File: src/rtl/fetch_unit.sv
// Instruction fetch: PC, one-deep request tracking against a 1-cycle BRAM,
// and a 2-entry {pc, instr} buffer feeding decode over valid/ready.
module fetch_unit #(
  parameter logic [31:0] RESET_PC = 32'h0000_0000,
  parameter int          IMEM_AW  = 15
) (
  input  logic               clk,
  input  logic               rst,
  input  logic               redirect,
  input  logic [31:0]        redirect_pc,
  output logic               imem_en,
  output logic [IMEM_AW-1:0] imem_addr,
  input  logic [31:0]        imem_rdata,
  output logic               out_valid,
  input  logic               out_ready,
  output logic [31:0]        out_pc,
  output logic [31:0]        out_instr
);

  logic [31:0] pc_q, pc_d;
  logic        inflight_q, inflight_d;
  logic [31:0] inflight_pc_q, inflight_pc_d;
  logic [1:0]  count_q, count_d;
  logic [31:0] head_pc_q, head_pc_d, head_instr_q, head_instr_d;
  logic [31:0] tail_pc_q, tail_pc_d, tail_instr_q, tail_instr_d;

  logic       pop, push;
  logic [2:0] occ;

  assign pop       = (count_q != 2'd0) & out_ready;
  assign push      = inflight_q & ~redirect;
  // Occupancy after this cycle if nothing new is issued; issue only when a slot is guaranteed.
  assign occ       = {1'b0, count_q} + {2'b00, inflight_q} - {2'b00, pop};
  assign imem_en   = ~rst & ~redirect & (occ <= 3'd1);
  assign imem_addr = pc_q[IMEM_AW+1:2];
  assign out_valid = (count_q != 2'd0);
  assign out_pc    = head_pc_q;
  assign out_instr = head_instr_q;

  always_comb begin
    pc_d          = pc_q;
    inflight_d    = imem_en;
    inflight_pc_d = inflight_pc_q;
    count_d       = count_q;
    head_pc_d     = head_pc_q;
    head_instr_d  = head_instr_q;
    tail_pc_d     = tail_pc_q;
    tail_instr_d  = tail_instr_q;

    if (imem_en) begin
      inflight_pc_d = pc_q;
      pc_d          = pc_q + 32'd4;
    end

    if (redirect) begin
      pc_d    = redirect_pc & 32'hFFFF_FFFC;
      count_d = 2'd0;
    end else begin
      unique case ({push, pop})
        2'b10: begin
          if (count_q == 2'd0) begin
            head_pc_d    = inflight_pc_q;
            head_instr_d = imem_rdata;
          end else begin
            tail_pc_d    = inflight_pc_q;
            tail_instr_d = imem_rdata;
          end
          count_d = count_q + 2'd1;
        end
        2'b01: begin
          head_pc_d    = tail_pc_q;
          head_instr_d = tail_instr_q;
          count_d      = count_q - 2'd1;
        end
        2'b11: begin
          if (count_q == 2'd1) begin
            head_pc_d    = inflight_pc_q;
            head_instr_d = imem_rdata;
          end else begin
            head_pc_d    = tail_pc_q;
            head_instr_d = tail_instr_q;
            tail_pc_d    = inflight_pc_q;
            tail_instr_d = imem_rdata;
          end
        end
        default: ;
      endcase
    end
  end

  always_ff @(posedge clk) begin
    if (rst) begin
      pc_q          <= RESET_PC;
      inflight_q    <= 1'b0;
      inflight_pc_q <= 32'd0;
      count_q       <= 2'd0;
      head_pc_q     <= 32'd0;
      head_instr_q  <= 32'd0;
      tail_pc_q     <= 32'd0;
      tail_instr_q  <= 32'd0;
    end else begin
      pc_q          <= pc_d;
      inflight_q    <= inflight_d;
      inflight_pc_q <= inflight_pc_d;
      count_q       <= count_d;
      head_pc_q     <= head_pc_d;
      head_instr_q  <= head_instr_d;
      tail_pc_q     <= tail_pc_d;
      tail_instr_q  <= tail_instr_d;
    end
  end

endmodule

File: config.mk
export PLATFORM = sky130hd
export DESIGN_NAME = fetch_unit
export DESIGN_NICKNAME = d
export VERILOG_FILES = /design/src/rtl/fetch_unit.sv
export SDC_FILE = /design/constraint.sdc
export NUM_CORES = 1
export LEC_CHECK = 0
export ABC_AREA = 1
export BUFFER_PORTS_ARGS = -buffer_cell sky130_fd_sc_hd__buf_2
export CORE_AREA = 2 2 130 132
export DETAILED_ROUTE_END_ITERATION = 8
export DIE_AREA = 0 0 132 134
export GPL_TIMING_DRIVEN = 0
export PLACE_DENSITY_LB_ADDON = 0.25
export SKIP_CTS_REPAIR_TIMING = 1
export SYNTH_ARGS = -nofsm -noshare
export SYNTH_HDL_FRONTEND = slang
export SYNTH_SLANG_ARGS = --single-unit
File: constraint.sdc
create_clock -name clk -period 7.25 [get_ports clk]
set_clock_uncertainty 0.05 [all_clocks]
set_input_delay 1.45 -clock clk [delete_from_list [all_inputs] [get_ports clk]]
set_output_delay 1.45 -clock clk [all_outputs]
set_load 0.1 [all_outputs]
# Yosys cells after proc, flatten, opt, wreduce, memory -nomap -nowiden

Index checks and enable logic that the tools add are counted.
Widths: inputs -> output; s select.

Input bits: 68
ROM bits: 0
Latch bits: 0
Flip-flop bits (word level): 195
Memories kept: 0
Bits in writable memories: 0
Output and inout port bits: 81

Reductions and logical operators: 9
$lt $le $gt $ge: 1
Add/subtract/negate cells: 5
Equal/unequal tests: 7
Multiply operators: 0
Shifts and indexed selects: 0
Bitwise gates (word level): 6
Multiplexer cells: 15
Div/mod/pow operators: 0

Operators by type and width:

| cell                  | count |
|---|---|
| $mux 32               | 10 |
| $pmux 32 s3           | 2 |
| $pmux 32 s2           | 2 |
| $add 32x3->32 const B | 1 |
| $reduce_bool 2->1     | 4 |
| $ne 2x2->1 const B    | 3 |
| $and 1x1->1           | 4 |
| $eq 2x1->1 const B    | 2 |
| $eq 2x2->1 const B    | 2 |
| $pmux 2 s2            | 1 |
| $reduce_and 4->1      | 1 |
| $add 2x1->3           | 1 |
| $le 3x1->1 const B    | 1 |
| $reduce_and 3->1      | 1 |
| $reduce_bool 3->1     | 1 |
| $sub 3x1->3           | 1 |
| $add 2x1->2 const B   | 1 |
| $logic_not 2->1       | 1 |
| $not 1->1             | 2 |
| $reduce_or 2->1       | 1 |
| $sub 2x1->2 const B   | 1 |

# Depth between registers and ports, before layout

Depth in word-level cells: 7
Gate-level depth with buffers: 23
Mapped depth without buffers: 20

# Least setup slack after synthesis

OpenSTA, ideal clock, no wires.

Kind: input to output
Start: in out_ready
End: out imem_en
Buffers on the path: 3
Slack: 1.864 ns
Arrival: 3.886 ns
Stages on the path: 14
Cell sequence: nand2_1 -> inv_2 -> clkbuf_1 -> ha_1 -> inv_1 -> ha_1 -> inv_1 -> fa_1 -> inv_1 -> nor2_1 -> nand2_1 -> buf_4 -> inv_2 -> buf_2

Cells in the longest elaborated chain, start to end: 4

Ends and longest elaborated chain:

| what            | RTL line | source |
|---|---|---|
| start, declared | 15       | `input logic out_ready,` |
| $and 1x1->1     | 30       | `assign pop = (count_q != 2'd0) & out_ready;` |
| $sub 3x1->3     | 33       | `assign occ = {1'b0, count_q} + {2'b00, inflight_q} - {2'b00, pop};` |
| $le 3x1->1      | 34       | `assign imem_en = ~rst & ~redirect & (occ <= 3'd1);` |
| $and 1x1->1     | 34       |  |
| end, declared   | 11       | `output logic imem_en,` |

Every way passes these cells.

# Worst setup path in the final report

Ends and elaborated chain as after synthesis.

==> impl_metrics.prom <==
# TYPE chip_impl_metric gauge
chip_impl_info{name="status",value="finished clean"} 1
chip_impl_metric{name="leakage",unit="nW"} 4.37
chip_impl_info{name="synth_area_leaders",value="dfxtp_1 43%, nand3_1 9.8%, nand2_1 9.0%, a21oi_1 8.8%, inv_1 5.4%"} 1
chip_impl_metric{name="power.share.switching",unit="%"} 35.1
chip_impl_metric{name="post_route_cells_drive_above_1_share",unit="%"} 15.7
chip_impl_metric{name="first_pass_grt_wire_length",unit="um"} 41300
chip_impl_metric{name="net-switching-power",unit="mW"} 0.925
chip_impl_metric{name="core_region_area",unit="mm2"} 0.0163
chip_impl_metric{name="clock-sinks",unit=""} 187
chip_impl_metric{name="global_route_usage_over_all_layers",unit="%"} 28.9
chip_impl_metric{name="wire_per_inst",unit="um"} 15.6
chip_impl_metric{name="netlist_instances",unit=""} 1234
chip_impl_metric{name="timing_worst_slew_pin_value",unit="ns"} 0.950
chip_impl_metric{name="peakVddDrop",unit="mV"} 0.206
chip_impl_metric{name="met1_track_utilization_from_global_routing",unit="%"} 39.8
chip_impl_metric{name="total_inserted_antenna_cells",unit=""} 0
chip_impl_metric{name="p_clk_share",unit="%"} 34.7
chip_impl_metric{name="p_comb_share",unit="%"} 22.3
chip_impl_metric{name="postPlaceCellArea",unit="mm2"} 0.00978
chip_impl_info{name="setup_repair_after_global_routing_missed_its_margin",value="no"} 1
chip_impl_metric{name="gp_routability_congestion",unit=""} 0.889
chip_impl_metric{name="design_area",unit="mm2"} 0.0103
chip_impl_metric{name="timing_max_transition_violations_final",unit=""} 0
chip_impl_metric{name="clk_pin_slew_worst_paths",unit="ns"} 0.07
chip_impl_info{name="hold_class",value="reg -> reg"} 1
chip_impl_metric{name="drt-initial-drc-count",unit=""} 673
chip_impl_info{name="grt_most_used_layer",value="met2"} 1
chip_impl_metric{name="boundaryPins",unit=""} 149
chip_impl_metric{name="cts.htree.levels",unit=""} 4
chip_impl_info{name="layout.cells.most_common",value="nand2_1"} 1
chip_impl_info{name="post-synth-top-area-cell",value="dfxtp_1"} 1
chip_impl_metric{name="final_period_minus_worst_setup_slack",unit="ns"} 6.20
chip_impl_metric{name="grt_start_max_net_pins",unit=""} 17
chip_impl_info{name="setup.worst_path.end_class",value="output port"} 1
chip_impl_metric{name="setup_viol_count_final",unit=""} 0
chip_impl_metric{name="worst-path-max-fanout",unit=""} 12
chip_impl_metric{name="synth-warning-count",unit=""} 0
chip_impl_metric{name="cts_max_path_buffers",unit=""} 2
chip_impl_metric{name="global_route_met3_usage",unit="%"} 4.50
chip_impl_metric{name="first_global_vias",unit=""} 8163
chip_impl_metric{name="placed_cells",unit=""} 1599
chip_impl_metric{name="via_per_inst",unit=""} 5.48
chip_impl_metric{name="global_route.overflow_total",unit=""} 0
chip_impl_metric{name="reported_max_cap_violation_count",unit=""} 0
chip_impl_metric{name="achievable-frequency",unit="MHz"} 161
chip_impl_metric{name="cts_inserted_buffers",unit=""} 17
chip_impl_metric{name="initial_utilization",unit="%"} 53.9
chip_impl_metric{name="dp_hpwl",unit="um"} 18400
chip_impl_metric{name="setup-tns-final",unit="ns"} 0
chip_impl_info{name="clock_tree_from_tritoncts",value="built"} 1
chip_impl_info{name="worst_setup_path_class",value="in -> out"} 1
chip_impl_metric{name="synth_area",unit="mm2"} 0.00878
chip_impl_metric{name="post_synthesis_sequential_area_ratio",unit="%"} 42.7
chip_impl_metric{name="p_int",unit="mW"} 1.71
chip_impl_metric{name="placementRows",unit=""} 47
chip_impl_info{name="crit_path_start_kind",value="input pin"} 1
chip_impl_metric{name="clk_lat_worst_skew",unit="ns"} 0.43
chip_impl_metric{name="cp_data_required_time",unit="ns"} 5.75
chip_impl_metric{name="post-route-period-util",unit="%"} 85.5
chip_impl_metric{name="synth-seq-cells",unit=""} 187
chip_impl_metric{name="power_frac_seq",unit="%"} 43.0
chip_impl_info{name="mostFrequentLayoutCells",value="210 x nand2_1, 187 x dfxtp_1, 171 x nand3_1, 164 x buf_2, 155 x a21oi_1"} 1
chip_impl_metric{name="area_delta_synth_final",unit="%"} 17.9
chip_impl_metric{name="post_synth_num_cell_types",unit=""} 33
chip_impl_metric{name="grt_antenna_before_repair",unit=""} 0
chip_impl_metric{name="detailroute.via_count",unit=""} 8935
chip_impl_metric{name="ant_nets",unit=""} 0
chip_impl_info{name="clk_root_buffer_cell",value="clkbuf_16"} 1
chip_impl_metric{name="synth_top_area_share",unit="%"} 42.7
chip_impl_metric{name="slew_headroom",unit="%"} 36.6
chip_impl_metric{name="dieHeight",unit="um"} 134
chip_impl_metric{name="die-width",unit="um"} 132
chip_impl_metric{name="pwr_per_cell_area",unit="mW/mm2"} 255
chip_impl_metric{name="syn-mean-instance-area",unit="um2"} 7.11
chip_impl_metric{name="cp_data_arrival_time",unit="ns"} 4.70
chip_impl_metric{name="io_buffers",unit=""} 144
chip_impl_metric{name="detail_route.wirelength",unit="um"} 25500
chip_impl_metric{name="grt_util_met2",unit="%"} 45.4
chip_impl_metric{name="final-hold-violation-count",unit=""} 0
chip_impl_metric{name="drcViolationCount",unit=""} 0
chip_impl_metric{name="final-instance-count-excl-fill",unit=""} 1631
chip_impl_metric{name="die_outline_area",unit="mm2"} 0.0177
chip_impl_metric{name="finish.net_count",unit=""} 1475
chip_impl_metric{name="drtPass1Iterations",unit=""} 7
[per-layer routing]
metal,up-vias,routed length [um]
met2,343,11500
met4,0,761
met1,4125,11600
li1,4412,-
met5,-,0
met3,55,1620
[sequential cells by signal, summed over array words and instances (netlist names)]
signal,flops
tail_pc_q,30
inflight_pc_q,30
pc_q,30
out_instr,32
tail_instr_q,32
inflight_q,1
out_pc,30
count_q,2
[power groups by stage]
stage	Sequential (mW)	Combinational, mW	Clock (mW)
after global placement	1.15	0.577	0
final	1.13	0.588	0.913
after global routing	1.14	0.625	0.962
after detailed placement	1.15	0.581	0
after floorplan	1.35	0.249	0
after CTS	1.13	0.584	0.916
[path summary, 6_finish.rpt]
kind | endpoint | start | cells past startpoint | slack [ns]
worst max-delay path | imem_en | out_ready | 16 | 1.05
worst max register to register | pc_q[20] | count_q[1] | 21 | 3.11
worst min register to register | tail_instr_q[24] | tail_instr_q[24] | 2 | 0.41
worst min-delay path | tail_instr_q[24] | tail_instr_q[24] | 2 | 0.41
[logic make-up after synthesis]
family	count (synthesis)	synth area share, %
other cells	1	0.0427
compound gates	334	21.4
fa+ha+maj	9	1.37
buf+inv	232	11.0
simple gates	464	22.8
xor+xnor	7	0.699
flops	187	42.7
[critical path, stage by stage]
cell	delay [ns]
buf_2	0.07
nand2_1	0.14
inv_2	0.26
clkbuf_1	0.55
ha_1	0.36
inv_1	0.06
ha_1	0.12
inv_1	0.04
fa_1	0.47
inv_1	0.04
nor2_1	0.09
nand2_1	0.07
buf_4	0.18
inv_2	0.06
buf_2	0.24
buf_2	0.48
[stage by stage]
step / total power, mW / hold WS, ns / util (%) / setup slack, ns
floorplan: 1.60 / 0.392 / - / 1.86
global placement: 1.73 / 0.398 / 60.0 / 1.13
detailed placement: 1.74 / 0.402 / 60.0 / 1.10
CTS: 2.63 / 0.414 / 63.5 / 1.08
global route: 2.73 / 0.421 / 63.5 / 0.834
finish: 2.63 / 0.414 / 63.5 / 1.05
[synthesized netlist by cell type]
master and number:
fa_1 1, dfxtp_1 187, o21a_1 61, a21oi_2 1, inv_2 3, clkinv_1 1
xnor2_1 2, o21ai_1 8, o21bai_1 1, a21oi_1 155, nand3_1 171, a21boi_1 1
nand3b_1 5, and2_1 1, nor2_1 67, a22oi_1 2, nand2_1 210, buf_2 20
clkbuf_1 63, xor2_1 5, o21ai_0 85, buf_4 19, nor3_1 1, inv_1 126
ha_1 8, conb_1 1, a211oi_1 13, o211ai_1 1, a31oi_1 6, or2_2 1
nor2_2 2, nand2b_1 1, nand4_1 5
[area by class of cell]
cell class / instances / area (um2)
timing repair buffer: 144 / 721
inverter: 130 / 488
multi-input combinational: 816 / 4070
sequential: 187 / 3740
fill: 1533 / 5940
tap: 220 / 275
buffer: 102 / 479
clock buffer: 20 / 457
clock inverter: 12 / 113
No activity file was read; power rests on OpenSTA's default activity.
